==> config.mk <==
export PLATFORM = sky130hd
export DESIGN_NAME = csi_packet_controller
export DESIGN_NICKNAME = d
export VERILOG_FILES = /design/src/rtl/csi_packet_controller.sv
export SDC_FILE = /design/constraint.sdc
export NUM_CORES = 1
export LEC_CHECK = 0
export BUFFER_PORTS_ARGS = -buffer_cell sky130_fd_sc_hd__buf_2
export CORE_MARGIN = 2
export CORE_UTILIZATION = 45
export CTS_CLUSTER_SIZE = 28
export DETAILED_ROUTE_END_ITERATION = 8
export HOLD_SLACK_MARGIN = 0.02
export PLACE_DENSITY = 0.69
export SLEW_MARGIN = 40
export SYNTH_ARGS = -nofsm -noshare
export SYNTH_HDL_FRONTEND = slang
export SYNTH_SLANG_ARGS = --single-unit
==> constraint.sdc <==
create_clock -name clock -period 5 [get_ports clock]
set_clock_uncertainty 0.15 [all_clocks]
set_input_delay 1 -clock clock [delete_from_list [all_inputs] [get_ports clock]]
set_output_delay 1 -clock clock [all_outputs]
set_load 0.005 [all_outputs]
==> src/rtl/csi_packet_controller.sv <==
// CSI-2 packet-level sequencer for one D-PHY data lane receiver.
// Parses the 4-byte header, counts payload bytes, captures the 2-byte
// footer, then holds the lane receiver in reset so it re-arms on the next
// sync byte. A byte-gap timeout aborts packets on a stalled lane.
//
// state     | meaning
// ----------+-----------------------------------------------------------
// S_RESYNC  | phy_reset held high for RESYNC_CYCLES, rx_enable ignored
// S_IDLE    | waiting for header byte0 (VC / data type)
// S_HEADER  | collecting header bytes 1..3 (word count, ecc)
// S_PAYLOAD | passing through word_count payload bytes
// S_FOOTER  | collecting the 2 checksum bytes
module csi_packet_controller #(
  parameter int RESYNC_CYCLES  = 4,
  parameter int TIMEOUT_CYCLES = 64
) (
  input  logic        clock,
  input  logic        reset,
  input  logic [7:0]  rx_data,
  input  logic        rx_enable,
  output logic        phy_reset,
  output logic [1:0]  virtual_channel,
  output logic [5:0]  data_type,
  output logic [15:0] word_count,
  output logic [7:0]  ecc,
  output logic        header_valid,
  output logic [7:0]  payload,
  output logic        payload_valid,
  output logic [15:0] footer,
  output logic        packet_done,
  output logic        timeout_error
);

  typedef enum logic [2:0] {
    S_IDLE,
    S_HEADER,
    S_PAYLOAD,
    S_FOOTER,
    S_RESYNC
  } state_t;

  localparam logic [7:0]  RESYNC_LAST  = 8'(RESYNC_CYCLES - 1);
  localparam logic [15:0] TIMEOUT_LAST = 16'(TIMEOUT_CYCLES - 1);

  state_t      state;
  logic [7:0]  resync_cnt;
  logic [15:0] gap_cnt;
  logic [15:0] remaining;
  logic [1:0]  hdr_idx;
  logic        foot_idx;
  logic        mid_packet;

  assign mid_packet = (state == S_HEADER) || (state == S_PAYLOAD) || (state == S_FOOTER);

  // Packet FSM with registered outputs; the gap timeout is evaluated last so
  // an expiring timer overrides the (idle) per-state behaviour.
  always_ff @(posedge clock or posedge reset) begin
    if (reset) begin
      state           <= S_RESYNC;
      resync_cnt      <= 8'd0;
      gap_cnt         <= 16'd0;
      remaining       <= 16'd0;
      hdr_idx         <= 2'd0;
      foot_idx        <= 1'b0;
      phy_reset       <= 1'b1;
      virtual_channel <= 2'd0;
      data_type       <= 6'd0;
      word_count      <= 16'd0;
      ecc             <= 8'd0;
      header_valid    <= 1'b0;
      payload         <= 8'd0;
      payload_valid   <= 1'b0;
      footer          <= 16'd0;
      packet_done     <= 1'b0;
      timeout_error   <= 1'b0;
    end else begin
      header_valid  <= 1'b0;
      payload_valid <= 1'b0;
      packet_done   <= 1'b0;
      timeout_error <= 1'b0;

      case (state)
        S_RESYNC: begin
          if (resync_cnt == RESYNC_LAST) begin
            state      <= S_IDLE;
            phy_reset  <= 1'b0;
            resync_cnt <= 8'd0;
          end else begin
            resync_cnt <= resync_cnt + 8'd1;
          end
        end

        S_IDLE: begin
          if (rx_enable) begin
            virtual_channel <= rx_data[7:6];
            data_type       <= rx_data[5:0];
            hdr_idx         <= 2'd1;
            gap_cnt         <= 16'd0;
            state           <= S_HEADER;
          end
        end

        S_HEADER: begin
          if (rx_enable) begin
            case (hdr_idx)
              2'd1: begin
                word_count[7:0] <= rx_data;
                hdr_idx         <= 2'd2;
              end
              2'd2: begin
                word_count[15:8] <= rx_data;
                hdr_idx          <= 2'd3;
              end
              default: begin
                ecc          <= rx_data;
                header_valid <= 1'b1;
                if (data_type < 6'h10) begin
                  // short packet: no payload or footer follows
                  packet_done <= 1'b1;
                  phy_reset   <= 1'b1;
                  resync_cnt  <= 8'd0;
                  state       <= S_RESYNC;
                end else if (word_count == 16'd0) begin
                  foot_idx <= 1'b0;
                  state    <= S_FOOTER;
                end else begin
                  remaining <= word_count;
                  state     <= S_PAYLOAD;
                end
              end
            endcase
          end
        end

        S_PAYLOAD: begin
          if (rx_enable) begin
            payload       <= rx_data;
            payload_valid <= 1'b1;
            remaining     <= remaining - 16'd1;
            if (remaining == 16'd1) begin
              foot_idx <= 1'b0;
              state    <= S_FOOTER;
            end
          end
        end

        S_FOOTER: begin
          if (rx_enable) begin
            if (!foot_idx) begin
              footer[7:0] <= rx_data;
              foot_idx    <= 1'b1;
            end else begin
              footer[15:8] <= rx_data;
              packet_done  <= 1'b1;
              phy_reset    <= 1'b1;
              resync_cnt   <= 8'd0;
              state        <= S_RESYNC;
            end
          end
        end

        default: begin
          phy_reset  <= 1'b1;
          resync_cnt <= 8'd0;
          state      <= S_RESYNC;
        end
      endcase

      // A byte arriving on the limiting cycle wins over the timeout.
      if (mid_packet) begin
        if (rx_enable) begin
          gap_cnt <= 16'd0;
        end else if (gap_cnt == TIMEOUT_LAST) begin
          gap_cnt       <= 16'd0;
          timeout_error <= 1'b1;
          phy_reset     <= 1'b1;
          resync_cnt    <= 8'd0;
          state         <= S_RESYNC;
        end else begin
          gap_cnt <= gap_cnt + 16'd1;
        end
      end
    end
  end

endmodule

Word-level counts from Yosys, hierarchy flattened
Index checks and enable logic that the tools add are counted.
Widths: inputs -> output; s select.
{"block": "totals", "elab_cells": 137, "ff_bits": 107, "input_bits": 11, "output_inout_bits": 61}
{"block": "classes", "n_lt_le_gt_ge": 1, "n_eq_ne": 19, "reduce_logical": 22, "addsub": 3, "n_mux": 71, "bitwise": 2}
{"cell": "$mux 16", "count": 10}
{"cell": "$mux 8", "count": 9}
{"cell": "$mux 3", "count": 12}
{"cell": "$pmux 16 s2", "count": 1}
{"cell": "$pmux 8 s4", "count": 1}
{"cell": "$mux 1", "count": 30}
{"cell": "$add 16x1->16 const B", "count": 1}
{"cell": "$eq 16x1->1 const B", "count": 1}
{"cell": "$eq 16x6->1 const B", "count": 1}
{"cell": "$logic_not 16->1", "count": 1}
{"cell": "$sub 16x1->16 const B", "count": 1}
{"cell": "$pmux 3 s5", "count": 1}
{"cell": "$reduce_and 3->1", "count": 5}
{"cell": "$ne 2x2->1 const B", "count": 7}
{"cell": "$add 8x1->8 const B", "count": 1}
{"cell": "$eq 8x2->1 const B", "count": 1}
{"cell": "$pmux 2 s2", "count": 2}
{"cell": "$reduce_and 8->1", "count": 1}
{"cell": "$reduce_bool 2->1", "count": 4}
{"cell": "$eq 3x2->1 const B", "count": 2}
{"cell": "$lt 6x5->1 const B", "count": 1}
{"cell": "$reduce_and 2->1", "count": 3}
{"cell": "$reduce_and 6->1", "count": 1}
{"cell": "$mux 2", "count": 2}
{"cell": "15 further kinds", "count": 19}

Longest topological paths before layout
Gate-level depths: netlist (run 1).
{"block": "depth", "word_depth": 9, "mapped_depth": 9}

Worst setup path after synthesis (run 1)
OpenSTA, ideal clock, no wires.
{"block": "synth_path", "path_kind": "input to register", "startpoint": "in rx_enable", "endpoint": "reg gap_cnt[15]", "path_stages": 4, "setup_time_ns": 0.069, "setup_slack_ns": 2.736, "required_time_ns": 4.781, "path_buffers": 0, "t_arrival_ns": 2.045, "cell_sequence": "or3_1 -> nand2b_4 -> or4_1 -> nand3_1"}
{"block": "synth_via", "elab_chain_cells": 2}
{"element": "start, declared", "line": "20", "source": "input logic rx_enable,"}
{"element": "$mux 16 / $reduce_bool 2->1 (equally long branches)"}
{"element": "$mux 16 / $reduce_and 2->1 (equally long branches)"}
{"element": "end signal, assigned", "line": "180", "source": "gap_cnt <= gap_cnt + 16'd1;"}
{"element": "end, declared", "line": "47", "source": "logic [15:0] gap_cnt;"}
Several ways; a longest one is shown, not always the timed one.
A chain may end at the register's enable or synchronous reset.

Final worst setup path (run 1)
{"block": "layout_path", "startpoint": "in rx_enable", "endpoint": "reg footer[1]"}
{"block": "layout_via", "elab_chain_cells": 1}
{"element": "$reduce_and 3->1 (no source line)"}
{"element": "end signal, assigned", "line": "150", "source": "footer[7:0] <= rx_data;"}
{"element": "end, declared", "line": "29", "source": "output logic [15:0] footer,"}
No other way between the ends.

==> results by stage, run 1 <==
Clock network:
- The maximum clock path buffer count is 2.
- The clock reaches the later pin of the worst-skew pair after ~350 ps.
- The H-tree was split into 3 levels.
- In this run, post-CTS repair resized a total of 0 instances.
- The clock input transition at the sequential cells of the worst setup and hold paths is 80 ps.
- TritonCTS built the clock tree.
- The number of hold buffers added after CTS is 0.
- The CTS sink count is roughly 110.
- Counting the buffers created by CTS gives 9.
- The CTS root buffer is sky130_fd_sc_hd__clkbuf_16.
- The buffers inserted during post-CTS setup optimization is 0.

Pwr:
- The worst-case IR drop observed on VDD is between 300 and 400 uV.
- In this run the static leakage power is 2.81 nW.
- The ratio of total power to cell area is 598 nW/um^2.

STA:
- The final period demand of the worst path is 2570 ps.
- The fmax is 0.389 GHz.
- The post-route worst hold slack is 354 ps.
- The worst slew margin relative to its limit is 46.8%.
- Setup repair after global routing left no endpoint under its margin.
- Of the available clock period, the critical path in the final layout requires 51.4%.
- The total count of max-transition violations in the final report is 0.
- In the post-route analysis, the smallest setup slack over all paths is approximately 2400 ps.
- For the pin with the worst max-slew slack, the measured transition is a little under 800 ps.
- The total negative slack is 0 ps.
- Setup violations remaining at the end of the flow were counted as 0.
- The number of failing hold endpoints at the final stage is 0.

Worst setup path:
- The setup path with the least slack is of type in -> reg.
- The cell repeated most along the worst path is sky130_fd_sc_hd__nor2b_1.
- At the worst endpoint, the required time is about 5100 ps.
- STA classifies the critical path endpoint as a register.
- The gate family responsible for the most delay along the worst path is simple AND/OR/NAND/NOR gates.
- The kind of start point of the critical path is an input port.
- The signal on the critical path passes through buf_2 > nor2b_1 > and3_1 > nor2b_1 > mux2_2.
- The number of buffers and inverters on the critical path is 1.
- The critical path's slowest cell is sky130_fd_sc_hd__nor2b_1.
- At the worst endpoint, the arrival time is 2660 ps.
- Of all nets on the critical path, the largest fanout is 14.
- For this run, the slowest stage of the critical path takes 590 ps.

Placed design:
- Timing analysis after detailed placement gives a worst setup slack of 2100 ps.
- The final weighted congestion in routability-driven placement is 0.798.
- In this run, placement finished with an instance count of 676.
- Detailed placement finished with a half-perimeter wire length of 7.95 mm.
- Buffers placed on the I/O ports in this run total slightly above 70.

Cells and area:
- Leaving out fill and tap cells, the most frequent cell in the layout is sky130_fd_sc_hd__dfrtp_1.
- The antenna cell count is 0.
- The fraction of layout cells with a size suffix above 1 is between 30% and 40%.
- Compared with the post-synthesis result, the final layout area differs by 15.4%.
- The library cells used most frequently in the layout, excluding fill and tap cells, are sky130_fd_sc_hd__dfrtp_1 (105), sky130_fd_sc_hd__buf_2 (71), sky130_fd_sc_hd__mux2_2 (57).
- The fill cell total of the finished layout is 999.
- The count of cells in the finished layout, fillers not included, comes to 693.
- The number of nets in the layout is 562.

Global routing:
- For this run, the total global-route usage over all layers was measured as 19.1%.
- The first-pass GRT wire length is 19.4 mm.
- Summed over all layers, the global routing overflow is 0.
- The initial antenna violation count was 0.
- Entering global routing, the biggest net connects 84 pins.
- The via count of the first global-routing pass is between 3,000 and 4,000.

Drt:
- The per-cell routed wire length is about 17 um.
- After detailed routing, the number of remaining DRC violations is 0.
- The count of nets left with antenna violations after detail routing is 0.
- Dividing the detail-routed via count by the number of cells gives 5.78.
- The first detailed-routing pass ran for 4 iterations.
- The initial detailed-routing violation count is 223.
- Summed over all layers, the routed wires come to 11.6 mm.
- For this block, the via count after detailed routing is 4,004.

Run status:
- The run finished with clean final reports.

Synthesis:
- The distinct cell type count of the synthesized netlist is 58.
- In the synthesized netlist, the number of instances is 482.
- The number of warnings reported in the yosys synthesis log is 0.
- The number of enable flip-flop cells after synthesis is 0.
- The synthesized area per cell is 10.8 um^2.
- The post-synthesis instance area is roughly 5200 um^2.
- For this run, the leading register cell type out of synthesis is sky130_fd_sc_hd__dfrtp_1.
- The sequential fraction of the synthesis area is 51.7%.
- In the synthesized netlist the async set-or-reset flop fraction comes to 100%.
- The synthesized netlist net count is between 400 and 500.
- Synthesis inferred 107 register bits.

Run:
- The tool flagged a number of max-cap violations equal to 0.

Die:
- The overall die area is roughly 12,000 um^2.
- The area of the placeable core is 11,300 um^2.
- For this configuration, the core starts out at a cell density of 45.8%.
- In this run the vertical extent of the chip is 111 um.
- The die outline width is 111 um.
- The initialized floorplan defines 39 standard-cell rows.
- The number of top-level pins is 72.

Worst hold path:
- The worst hold-check path type is reg -> reg.
## stage by stage
stage	instance area [um^2]	total power (W)	utilization (%)
floorplan	5180	0.00235	-
global placement	5630	0.00277	49.7
detailed placement	5630	0.00282	49.8
CTS	5960	0.00360	52.6
global route	5990	0.00383	52.9
finish	5990	0.00358	52.9
## routing by layer
metal | GRT usage, % | vias up | share of wire, %
met5 | 0 | - | 0
met4 | 5.02 | 0 | 0.93
met3 | 4.95 | 9 | 5.5
met2 | 29.8 | 101 | 48
met1 | 27.0 | 1991 | 46
li1 | - | 1903 | -
## layout make-up
cell class	count	area (um^2)	share of cell area [%]
Clock buffer	9	225	3.76
Inverter	9	38.8	0.648
Clock inverter	7	98.8	1.65
Timing Repair Buffer	76	413	6.90
Sequential cell	107	2680	44.8
Tap cell	143	179	2.99
Multi-Input combinational cell	342	2350	39.3
## synth_stat cells (all sizes together), types with 4 or more instances
cell	instances	area (um^2)
dfrtp	105	2630
mux2	57	642
nor2	43	161
o21ai	43	215
a21oi	33	165
nand2	21	78.8
a31oi	15	93.8
buf	14	91.3
and3	13	86.3
nand3	13	65.1
nor3	12	80.1
clkbuf	10	37.5
inv	9	33.8
or3	8	50.1
nand4	7	56.3
nor4	7	43.8
ha	6	75.1
nand2b	5	38.8
nand3b	5	37.5
nor2b	5	31.3
a32oi	4	35.0
o22a	4	35.0
## cells by family (layout without fill, tap and decap cells)
kind of cell	count (synthesis)	after routing	synth area share, %
buf+inv	33	101	3.14
fa+ha+maj	6	6	1.45
simple gates	154	154	16.6
compound gates	122	122	14.2
mux	58	58	12.6
flops	107	107	51.7
xor+xnor	2	2	0.338
## registers in the layout, summed over array words and instances (netlist names)
register,count
word_count,16
resync_cnt,8
gap_cnt,16
payload,8
ecc,8
footer,16
packet_done,1
timeout_error,1
virtual_channel,2
remaining,16
header_valid,1
foot_idx,1
payload_valid,1
data_type,6
phy_reset,1
hdr_idx,2
state,3
## power by group
group | internal [W] | switching (W)
Clock | 0.000410 | 0.000360
Sequential | 0.00119 | 0.000312
Combinational | 0.000643 | 0.000661
## path summary, 6_finish.rpt
kind                            start  cells after the start  slack (ps)             to
setup / recovery            rx_enable                      5        2430      footer[1]
hold / removal             payload[4]                      1         350     payload[4]
setup reg to reg             state[0]                      5        2510     gap_cnt[7]
hold reg to reg            payload[4]                      1         350     payload[4]
max in group asynchronous       reset                      4        3280  remaining[13]
min in group asynchronous       reset                      2         460   remaining[1]
(Power assumes the default switching activity.)
==> inputs of run 2 (changes only) <==
--- a/config.mk
+++ b/config.mk
@@ -5,6 +5,7 @@
 export SDC_FILE = /design/constraint.sdc
 export NUM_CORES = 1
 export LEC_CHECK = 0
+export ABC_AREA = 1
 export BUFFER_PORTS_ARGS = -buffer_cell sky130_fd_sc_hd__buf_2
 export CORE_MARGIN = 2
 export CORE_UTILIZATION = 45
==> constraint.sdc (replaced) <==
create_clock -name clock -period 2.55 [get_ports clock]
set_clock_uncertainty 0.15 [all_clocks]
set_input_delay 0.51 -clock clock [delete_from_list [all_inputs] [get_ports clock]]
set_output_delay 0.51 -clock clock [all_outputs]
set_load 0.005 [all_outputs]
==> run 2 against run 1 <==
  * Setup slack worse by 1900 ps
  * Global-route usage is 1.3 points higher
  * Power is 89% higher
  * Die area is 4.3% higher
  * First-iteration DRC count is 40% higher
  * Critical path depth is 5 higher
  * Routed wire length is 9.1% higher
  * Sequential share of layout area is 1.6 points lower
  * Register-to-register slack worse by 1900 ps
  * Critical path type is now reg -> reg
  * Critical endpoint is now remaining[15]
  * Largest cell class unchanged
==> results by stage, run 2 <==
Run status:
- Result of the run: complete, no violations (unchanged).

Synthesis:
- The number of enable flip-flop cells after synthesis is 0 (unchanged).
- The fraction of registers with async set/reset came to 100% (unchanged).
- The synthesized netlist net count came to 711 (was 499).
- The synthesized area per cell is 7.80 um^2 (was 10.8 um^2).
- The biggest area consumer among synthesized cells is sky130_fd_sc_hd__dfrtp_1 (unchanged).
- The distinct cell type count of the synthesized netlist came to 39 (was 58).
- Cell types with the highest counts after synthesis: sky130_fd_sc_hd__nand2_1 (230), sky130_fd_sc_hd__dfrtp_1 (105), sky130_fd_sc_hd__o21ai_0 (75) (was sky130_fd_sc_hd__dfrtp_1 (105), sky130_fd_sc_hd__mux2_2 (57), sky130_fd_sc_hd__nor2_1 (43)).
- The post-synthesis instance area is 5420 um^2 (was 5180 um^2).
- The register bit total from synthesis came to 107 (unchanged).
- The number of warnings reported in the yosys synthesis log is 0 (unchanged).
- Dominant cells by area after synthesis: sky130_fd_sc_hd__dfrtp_1 (49%), sky130_fd_sc_hd__nand2_1 (16%), sky130_fd_sc_hd__o21ai_0 (6.9%) (was sky130_fd_sc_hd__dfrtp_1 (51%), sky130_fd_sc_hd__mux2_2 (12%), sky130_fd_sc_hd__a21oi_1 (3.2%)).
- The most frequently used cell type in the post-synthesis netlist is sky130_fd_sc_hd__nand2_1 (was sky130_fd_sc_hd__dfrtp_1).
- The top cell type's share of synthesized area was 48.5% (was 50.7%).
- The sequential fraction of the synthesis area was 49.5% (was 51.7%).
- The synthesized netlist cell count is 694 (was 482).
- The most common flop cell mapped by yosys was sky130_fd_sc_hd__dfrtp_1 (unchanged).

Placed design:
- The placed wire-length estimate after detailed placement is 9.26 mm (was 7.95 mm).
- The final weighted congestion in routability-driven placement is 0.874 (was 0.798).
- The number of port buffers is 71 (unchanged).
- The total placed instance area was 5900 um^2 (was 5630 um^2).

Clock network:
- The CTS sink count is 107 (unchanged).
- The clock tree from TritonCTS is done (unchanged).
- The CTS root buffer is sky130_fd_sc_hd__clkbuf_16 (unchanged).
- The maximum clock path buffer count came to 2 (unchanged).
- The clock input transition at the sequential cells of the worst setup and hold paths is 80 ps (about the same).
- The depth of the CTS H-tree came to 3 (unchanged).
- The worst-skew pair later-pin latency is 350 ps (about the same).
- The number of buffers created by CTS is 9 (unchanged).

STA:
- The actual slew at the worst max-slew pin is 639 ps (was 794 ps).
- The worst slew margin relative to its limit is 57.4% (was 46.8%).
- The total negative slack is 0 ps (unchanged).
- The final period demand of the worst path is 1970 ps.
- The total count of max-transition violations in the final report is 0 (unchanged).
- Setup repair after global routing missed its margin: false (unchanged).
- The setup violation total in the final timing report is 0 (unchanged).
- The worst path uses 77.4% of the clock period.
- For this run, the top clock speed supported by timing is 0.507 GHz.
- The number of failing hold endpoints at the final stage is 0 (unchanged).
- The post-route worst hold slack came to 234 ps (was 354 ps).

Global routing:
- The first-pass GRT wire length is 21.2 mm (was 19.4 mm).
- The via count of the first global-routing pass is 4,459 (was 3,816).
- The initial antenna violation count was 0 (unchanged).
- The largest net degree at the start of global routing came to 57 (was 84).
- The total congestion overflow after global routing is 0 (unchanged).
- The overall global routing resource usage is 20.4% (was 19.1%).

Die:
- The vertical extent of the die came to 114 um (was 111 um).
- The overall die area was 12,900 um^2 (was 12,400 um^2).
- The starting density of the core is 45.7% (was 45.8%).
- The die outline width is 114 um (was 111 um).
- The area of the placeable core is 11,900 um^2 (was 11,300 um^2).
- The number of top-level pins is 72 (unchanged).
- The floorplan row count was 40 (was 39).

Drt:
- The routed via count divided by cell count is 5.18 (was 5.78).
- The vias after detailed routing is 4,762 (was 4,004).
- The count of nets left with antenna violations after detail routing is 0 (unchanged).
- The remaining design rule violation count was 0 (unchanged).
- The count of TritonRoute iterations in the first routing pass was 6 (was 4).
- The final routed wirelength across all metal layers came to 12.7 mm (was 11.6 mm).
- The initial detailed-routing violation count was 313 (was 223).
- The per-cell routed wire length came to 13.8 um (was 16.8 um).

Worst setup path:
- The endpoint kind of the worst setup timing path was a register (unchanged).
- The required time of the critical path came to 2690 ps (was 5090 ps).
- The biggest fanout along the worst timing path is 14 (unchanged).
- The arrival time of the worst setup path is 2110 ps (was 2660 ps).
- The reg-to-reg startpoint is hdr_idx[0] (was state[0]).
- The kind of start point of the critical path is a register (was input port).
- The beginning of the critical path is hdr_idx[0] (was rx_enable).
- The type of the worst setup path is reg -> reg (was in -> reg).

Cells and area:
- The final cell utilization of the core was 52.4% (was 52.9%).
- The fill cell total of the finished layout is 1,114 (was 999).
- Commonest cells after routing, fill and taps aside: sky130_fd_sc_hd__nand2_1 (230), sky130_fd_sc_hd__dfrtp_1 (105), sky130_fd_sc_hd__o21ai_0 (75) (was sky130_fd_sc_hd__dfrtp_1 (105), sky130_fd_sc_hd__buf_2 (71), sky130_fd_sc_hd__mux2_2 (57)).
- The cell area after layout is 6210 um^2 (was 5990 um^2).
- The number of nets in the layout was 785 (was 562).
- The antenna cell count was 0 (unchanged).
- The most common cell after layout, fill and taps aside was sky130_fd_sc_hd__nand2_1 (was sky130_fd_sc_hd__dfrtp_1).
- The area growth from synthesis to layout is 14.7% (was 15.4%).
- The fraction of layout cells with a size suffix above 1 is 17.2% (was 30.4%).

Worst hold path:
- The worst hold-check path type is in -> reg (was reg -> reg).
- The worst hold path startpoint is rx_data[5] (was payload[4]).

Pwr:
- The peak ir drop on the vdd network was 548 uV (was 352 uV).
- The ratio of total power to cell area is 1090 nW/um^2 (was 598 nW/um^2).
- The power consumption came to 0.00677 W (was 0.00358 W).
- The reported leakage power came to 3.23 nW (was 2.81 nW).

Run:
- The reported max-cap violation count is 0 (unchanged).
[run 2: worst max-delay path, stage by stage (launching register included)]
cell and delay, ps:
sky130_fd_sc_hd__dfrtp_1 360, sky130_fd_sc_hd__inv_1 60, sky130_fd_sc_hd__ha_1 270, sky130_fd_sc_hd__nand2_1 80
sky130_fd_sc_hd__inv_2 100, sky130_fd_sc_hd__a21oi_2 90, sky130_fd_sc_hd__inv_2 60, sky130_fd_sc_hd__o21ai_2 50
sky130_fd_sc_hd__a21oi_2 480, sky130_fd_sc_hd__nand2_1 140, sky130_fd_sc_hd__nand2_1 80
[run 2: what timing repair did]
action	in CTS	in global routing
gates resized for setup	0	0
hold buffers	1	0
buffers inserted	0	0
setup endpoints to repair	0	0
endpoints found under the hold margin	7	0
[run 2: routing by layer]
| metal | part of all wire, % | global-route usage [%] | up-vias | wire [um] |
|---|---|---|---|---|
| li1 | - | - | 2357 | - |
| met1 | 46 | 27.4 | 2248 | 5860 |
| met2 | 45 | 32.1 | 142 | 5730 |
| met3 | 6.6 | 4.73 | 15 | 840 |
| met4 | 2.1 | 8.54 | 0 | 263 |
| met5 | 0 | 0 | - | 0 |
[run 2: per-stage QoR]
| step | worst slack, ps | cells |
|---|---|---|
| finish | 577 | 920 |
| CTS | 585 | 920 |
| detailed placement | 511 | 903 |
| global placement | 567 | 903 |
| global route | 337 | 920 |
| floorplan | 604 | 694 |
[run 2: cell families after synthesis]
kind of cell | share of synthesized area (%)
AO/OA/AOI/OAI | 11.1
buffers and inverters | 7.53
adder cells (fa/ha/maj) | 1.39
flip-flops | 49.5
XOR/XNOR | 1.13
AND/OR/NAND/NOR | 29.3
[run 2: final cells by class]
cell class	instances	area (um^2)	area share [%]
clock buffer	9	225	3.63
clock inverter	7	77.6	1.25
inverter	77	295	4.75
multi-input combinational	495	2330	37.5
sequential	107	2680	43.1
tap	147	184	2.96
timing repair buffer	78	423	6.81
[run 2: where the power goes]
| part | internal [W] | total [W] | switching (W) |
|---|---|---|---|
| Combinational | 0.000982 | 0.00263 | 0.00165 |
| Sequential | 0.00227 | 0.00275 | 0.000478 |
| Clock | 0.000697 | 0.00138 | 0.000687 |
[run 2: path summary, 6_finish.rpt]
check	to	slack, ps	cells after the start
setup / recovery	remaining[15]	580	10
hold / removal	word_count[5]	230	3
setup reg to reg	remaining[15]	580	10
hold reg to reg	footer[1]	340	2
max in group asynchronous	remaining[3]	1170	4
min in group asynchronous	resync_cnt[4]	510	3
